===== src/rtl/mem_arbiter.sv =====
// mem_arbiter: two-requester arbiter in front of a single memory controller.
// One transaction is in flight at a time: IDLE -> ISSUE -> WAIT -> RESP.
// A WAIT phase that sees no memory ready within TIMEOUT_CYCLES cycles is
// closed with a zero-data response and a one-cycle o_err pulse.
// Optional build macro MEM_ARB_ROUND_ROBIN_EN: when defined, contention is
// resolved round-robin; when undefined, port 0 always wins contention.

package mci_pkg;
    typedef struct packed {
        logic         valid;
        logic         rw;      // 1 = write, 0 = read
        logic [31:0]  addr;
        logic [127:0] data;
    } mci_request_t;

    typedef struct packed {
        logic         ready;
        logic [127:0] data;
    } mci_response_t;
endpackage

module mem_arbiter
    import mci_pkg::*;
#(
    parameter int unsigned TIMEOUT_CYCLES = 64
) (
    input  logic          i_clk,
    input  logic          i_rst_n,
    input  mci_request_t  p0_req,
    output mci_response_t p0_res,
    input  mci_request_t  p1_req,
    output mci_response_t p1_res,
    output mci_request_t  mem_req,
    input  mci_response_t mem_res,
    output logic          o_busy,
    output logic          o_grant,
    output logic          o_err
);

    typedef enum logic [1:0] {
        ST_IDLE  = 2'd0,
        ST_ISSUE = 2'd1,
        ST_WAIT  = 2'd2,
        ST_RESP  = 2'd3
    } state_e;

    // Last WAIT count value before the transaction is declared timed out.
    localparam logic [15:0] WAIT_LAST = 16'(TIMEOUT_CYCLES - 1);

    state_e        state_q, state_d;
    mci_request_t  mem_req_q, mem_req_d;
    mci_response_t p0_res_q, p0_res_d;
    mci_response_t p1_res_q, p1_res_d;
    logic          busy_q, busy_d;
    logic          grant_q, grant_d;
    logic          err_q, err_d;
    logic [15:0]   wait_cnt_q, wait_cnt_d;

    logic          any_req_s;
    logic          win_port_s;
    mci_request_t  win_req_s;
    logic          timeout_s;
    logic [127:0]  rsp_data_s;

`ifdef MEM_ARB_ROUND_ROBIN_EN
    logic          last_grant_q, last_grant_d;
`endif

    assign any_req_s = p0_req.valid | p1_req.valid;
    assign timeout_s = (wait_cnt_q == WAIT_LAST);
    assign win_req_s = win_port_s ? p1_req : p0_req;

    // Arbitration: pick the winning port among the currently valid requests.
    always_comb begin
        win_port_s = 1'b0;
        if (p0_req.valid && p1_req.valid) begin
`ifdef MEM_ARB_ROUND_ROBIN_EN
            win_port_s = ~last_grant_q;
`else
            win_port_s = 1'b0;
`endif
        end else if (p1_req.valid) begin
            win_port_s = 1'b1;
        end else begin
            win_port_s = 1'b0;
        end
    end

    // State register.
    always_ff @(posedge i_clk) begin
        if (!i_rst_n) begin
            state_q <= ST_IDLE;
        end else begin
            state_q <= state_d;
        end
    end

    // Next-state logic; memory ready is only honoured while waiting.
    always_comb begin
        state_d = state_q;
        case (state_q)
            ST_IDLE: begin
                if (any_req_s) begin
                    state_d = ST_ISSUE;
                end else begin
                    state_d = ST_IDLE;
                end
            end
            ST_ISSUE: state_d = ST_WAIT;
            ST_WAIT: begin
                if (mem_res.ready || timeout_s) begin
                    state_d = ST_RESP;
                end else begin
                    state_d = ST_WAIT;
                end
            end
            ST_RESP: state_d = ST_IDLE;
            default: state_d = ST_IDLE;
        endcase
    end

    // Output/datapath next values; every output leaves the block from a flop.
    always_comb begin
        mem_req_d       = mem_req_q;
        mem_req_d.valid = (state_q == ST_IDLE) && any_req_s;
        p0_res_d        = p0_res_q;
        p0_res_d.ready  = 1'b0;
        p1_res_d        = p1_res_q;
        p1_res_d.ready  = 1'b0;
        grant_d         = grant_q;
        err_d           = 1'b0;
        busy_d          = (state_d != ST_IDLE);
        wait_cnt_d      = 16'd0;
        rsp_data_s      = 128'd0;
        case (state_q)
            ST_IDLE: begin
                if (any_req_s) begin
                    mem_req_d.rw   = win_req_s.rw;
                    mem_req_d.addr = win_req_s.addr;
                    mem_req_d.data = win_req_s.data;
                    grant_d        = win_port_s;
                end else begin
                    grant_d        = grant_q;
                end
            end
            ST_WAIT: begin
                if (mem_res.ready || timeout_s) begin
                    // Ready wins over a timeout landing in the same cycle.
                    rsp_data_s = mem_res.ready ? mem_res.data : 128'd0;
                    err_d      = ~mem_res.ready;
                    if (grant_q) begin
                        p1_res_d.ready = 1'b1;
                        p1_res_d.data  = rsp_data_s;
                    end else begin
                        p0_res_d.ready = 1'b1;
                        p0_res_d.data  = rsp_data_s;
                    end
                end else begin
                    wait_cnt_d = wait_cnt_q + 16'd1;
                end
            end
            default: begin
                wait_cnt_d = 16'd0;
            end
        endcase
    end

`ifdef MEM_ARB_ROUND_ROBIN_EN
    // Round-robin pointer: remember the owner of every completed transaction.
    always_comb begin
        if (state_q == ST_RESP) begin
            last_grant_d = grant_q;
        end else begin
            last_grant_d = last_grant_q;
        end
    end
`endif

    // Output and datapath registers.
    always_ff @(posedge i_clk) begin
        if (!i_rst_n) begin
            mem_req_q    <= '0;
            p0_res_q     <= '0;
            p1_res_q     <= '0;
            busy_q       <= 1'b0;
            grant_q      <= 1'b0;
            err_q        <= 1'b0;
            wait_cnt_q   <= 16'd0;
`ifdef MEM_ARB_ROUND_ROBIN_EN
            // Pretend port 1 went last so port 0 wins the first contention.
            last_grant_q <= 1'b1;
`endif
        end else begin
            mem_req_q    <= mem_req_d;
            p0_res_q     <= p0_res_d;
            p1_res_q     <= p1_res_d;
            busy_q       <= busy_d;
            grant_q      <= grant_d;
            err_q        <= err_d;
            wait_cnt_q   <= wait_cnt_d;
`ifdef MEM_ARB_ROUND_ROBIN_EN
            last_grant_q <= last_grant_d;
`endif
        end
    end

    assign mem_req = mem_req_q;
    assign p0_res  = p0_res_q;
    assign p1_res  = p1_res_q;
    assign o_busy  = busy_q;
    assign o_grant = grant_q;
    assign o_err   = err_q;

endmodule


===== config.mk =====
export PLATFORM = sky130hd
export DESIGN_NAME = mem_arbiter
export DESIGN_NICKNAME = d
export VERILOG_FILES = /design/src/rtl/mem_arbiter.sv
export SDC_FILE = /design/constraint.sdc
export NUM_CORES = 1
export LEC_CHECK = 0
export CAP_MARGIN = 10
export CORE_AREA = 2 2 341 343
export DETAILED_ROUTE_END_ITERATION = 8
export DIE_AREA = 0 0 343 345
export PLACE_DENSITY = 0.39
export SETUP_SLACK_MARGIN = 0.4
export SYNTH_ARGS = -nofsm -noshare
export SYNTH_HDL_FRONTEND = slang
export SYNTH_SLANG_ARGS = --single-unit

===== constraint.sdc =====
create_clock -name i_clk -period 2.9 [get_ports i_clk]
set_input_delay 0.58 -clock i_clk [delete_from_list [all_inputs] [get_ports i_clk]]
set_output_delay 0.58 -clock i_clk [all_outputs]
set_load 0.02 [all_outputs]

==> impl_metrics.tcl <==
set metrics [dict create \
    outcome "finished clean" \
    cp_num_buf_inv 1 \
    period_minus_slack_ns 2.42 \
    ys_seq_area_share_pct 47.2 \
    core.rowCount 125 \
    cpPeakStageDelay_ns 0.86 \
    drv_cap 0 \
    die_w_um 343 \
    synth_compound_area_share_pct 26.2 \
    first_iter_violations 835 \
    whs_ns 0.348 \
    htree_levels 2 \
    nets 3252 \
    synthSimpleGateAreaFrac_pct 11.9 \
    fin_area_um2 31300 \
    cts_buffer_depth 3 \
    multi_input_area_um2 8940 \
    synthAdderAreaFrac_pct 0.267 \
    cts_inserted_buffers 57 \
    clkSlewWorstSetupHoldPaths_ns 0.06 \
    grt_overflow 0 \
    tightest_slew_ns 0.802 \
    maxSlewViolCount 0 \
    slowest_stage "clkdlybuf4s50_1" \
    wirelength_um 98200 \
    max_freq_ghz 0.414 \
    io_pins 878 \
    cts_root_buffer "clkbuf_16" \
    critPathKind "reg -> out" \
    grt_pass1_vias 18800 \
    finClkSkew_ns 0.0263 \
    die-height_um 345 \
    synth-xor-area-share_pct 0.608 \
    start_util_pct 16.3 \
    crit_required_ns 2.32 \
    cts.sinks 441 \
    hp-class "in -> reg" \
    critPathMaxFanout 1 \
    synth_top_family_by_area "compound AO/OA/AOI/OAI gates" \
    place_congestion 0.817 \
    cp_top_family "buffers and inverters" \
    hold_viol_final 0 \
    finalSetupViolations 0 \
    synthCells 2003 \
    worst_slack_ns 0.482 \
    grt_start_max_net_pins 139 \
    die-area_um2 118000 \
    crit_path_end_kind "output pin" \
    start_kind "flop" \
    fillers 12400 \
    powerDensity_nw_per_um2 594 \
    synth.cell_area_um2 18700 \
    track_usage_pct 15.9 \
    drc 0 \
    yosysWarnings 0 \
    drive_above_1_share_pct 6.10 \
    grt_pass1_wl_um 139000 \
    worstPathCellList "clkdlybuf4s50_1" \
    cp.arrival_ns 1.84 \
    p_leak_nw 12.0 \
    area.sequential_um2 8830 \
    synth.avg_cell_area_um2 9.34 \
    ys_ff_latch 441 \
    syn_to_final_growth_pct 67.0 \
    dp_hpwl_um 73300 \
    vias_per_cell 4.19 \
    place_ws_ns 0.343 \
    synth.distinct_cells 38 \
    slew_headroom_pct 46.5 \
    synthMuxAreaShare_pct 8.61 \
    wl_per_cell_um 22.4 \
    vias 18300 \
    antenna_found_initial 52 \
    syn_nets 2462 \
    ir_drop_mv 0.390 \
    tns_ns 0 \
    portBuffers 877 \
    clk_latency_ns 0.65 \
    rsz0062_at_grt "no" \
    place_area_um2 29300 \
    drt_first_pass_iters 5 \
    cts_tree "yes" \
    cts_hold_buf 0 \
    fin_crit_sh_pct 83.4 \
    ant_nets 0 \
    core_area_um2 115000 \
    fin_total_pwr_mw 18.6 \
]
==> Yosys cell counts (all sizes together) <==
| master | n | area share, % |
|---|---|---|
| a41oi | 1 | 0.15 |
| buf | 44 | 1.7 |
| nand4 | 4 | 0.13 |
| xnor2 | 10 | 0.47 |
| a21boi | 256 | 10 |
| nor2 | 20 | 0.40 |
| dfxtp | 441 | 47 |
| o31a | 1 | 0.047 |
| xor2 | 3 | 0.14 |
| inv | 7 | 0.14 |
| o21a | 2 | 0.080 |
| o41ai | 1 | 0.047 |
| nand2b | 2 | 0.067 |
| o21ai | 258 | 6.9 |
| or3b | 1 | 0.047 |
| nor3b | 1 | 0.040 |
| mux2i | 161 | 8.6 |
| o211a | 161 | 8.6 |
| nand3 | 263 | 7.0 |
| nor3 | 6 | 0.16 |
| clkbuf | 171 | 3.5 |
| or3 | 1 | 0.033 |
| nand2 | 170 | 3.4 |
| and3 | 1 | 0.033 |
| nor2b | 2 | 0.067 |
| and4bb | 1 | 0.087 |
| a21oi | 2 | 0.053 |
| and2 | 3 | 0.10 |
| ha | 4 | 0.27 |
| nor4 | 5 | 0.28 |
==> final timing paths <==
path / from / end / slack, ns / depth (start not counted)
setup / recovery: o_busy / o_busy / 0.48 / 1
hold / removal: i_rst_n / p0_res[56] / 0.35 / 2
setup reg to reg: wait_cnt_q[0] / p1_res[107] / 0.58 / 7
hold reg to reg: p1_res[64] / p1_res[64] / 0.47 / 2
==> final cells by class <==
class | count | share of cell area, %
Clock inverter | 21 | 0.692
Antenna cell | 18 | 0.144
Timing Repair Buffer | 946 | 30.8
Clock buffer | 83 | 5.36
Sequential cell | 441 | 28.2
Tap cell | 1524 | 6.10
Multi-Input combinational cell | 1340 | 28.6
Inverter | 7 | 0.0840
==> flip-flops by register name, indices dropped and copies added, names as in the netlist <==
name / count
o_err: 1
mem_req: 162
wait_cnt_q: 16
p0_res: 129
p1_res: 129
state_q: 2
o_grant: 1
o_busy: 1
==> what timing repair did <==
action                                  4_1_cts  5_1_grt
setup buffers                                 0        0
endpoints found under the setup margin        1        0
gates resized for setup                       1        0
==> logic make-up after synthesis <==
logic type,Yosys count
compound gates,682
flops,441
fa+ha+maj,4
xor+xnor,13
mux,161
buf+inv,222
simple gates,480
==> report_power, final <==
part	switching [mW]	internal, mW
Clock	3.02	4.26
Sequential	0.288	6.56
Combinational	2.33	2.10
==> layout by cell type (no fill, tap or decap), drive strengths merged, types with 4 or more instances in the layout <==
cell | synthesis | layout
clkinv | 0 | 16
ha | 4 | 4
buf | 44 | 70
clkbuf | 171 | 84
inv | 7 | 8
a21boi | 256 | 256
o211a | 161 | 161
nor2 | 20 | 20
dfxtp | 441 | 441
nor3 | 6 | 6
nand3 | 263 | 263
o21ai | 258 | 258
nor4 | 5 | 5
nand4 | 4 | 4
mux2i | 161 | 161
diode | 0 | 18
nand2 | 170 | 170
clkdlybuf4s50 | 0 | 874
xnor2 | 10 | 10
==> per-stage QoR <==
stage | std cells | util [%]
floorplan | 2003 | -
global placement | 4258 | 25.5
detailed placement | 4258 | 25.5
CTS | 4362 | 27.1
global route | 4376 | 27.2
finish | 4380 | 27.2
==> metal layers <==
metal	vias up	routed length, µm	global-route usage (%)
li1	8813	-	-
met1	8672	38800	18.2
met2	662	46800	26.6
met3	170	9470	6.63
met4	32	2810	5.12
met5	-	188	0
Note: power is estimated with default switching activity, not from simulation.
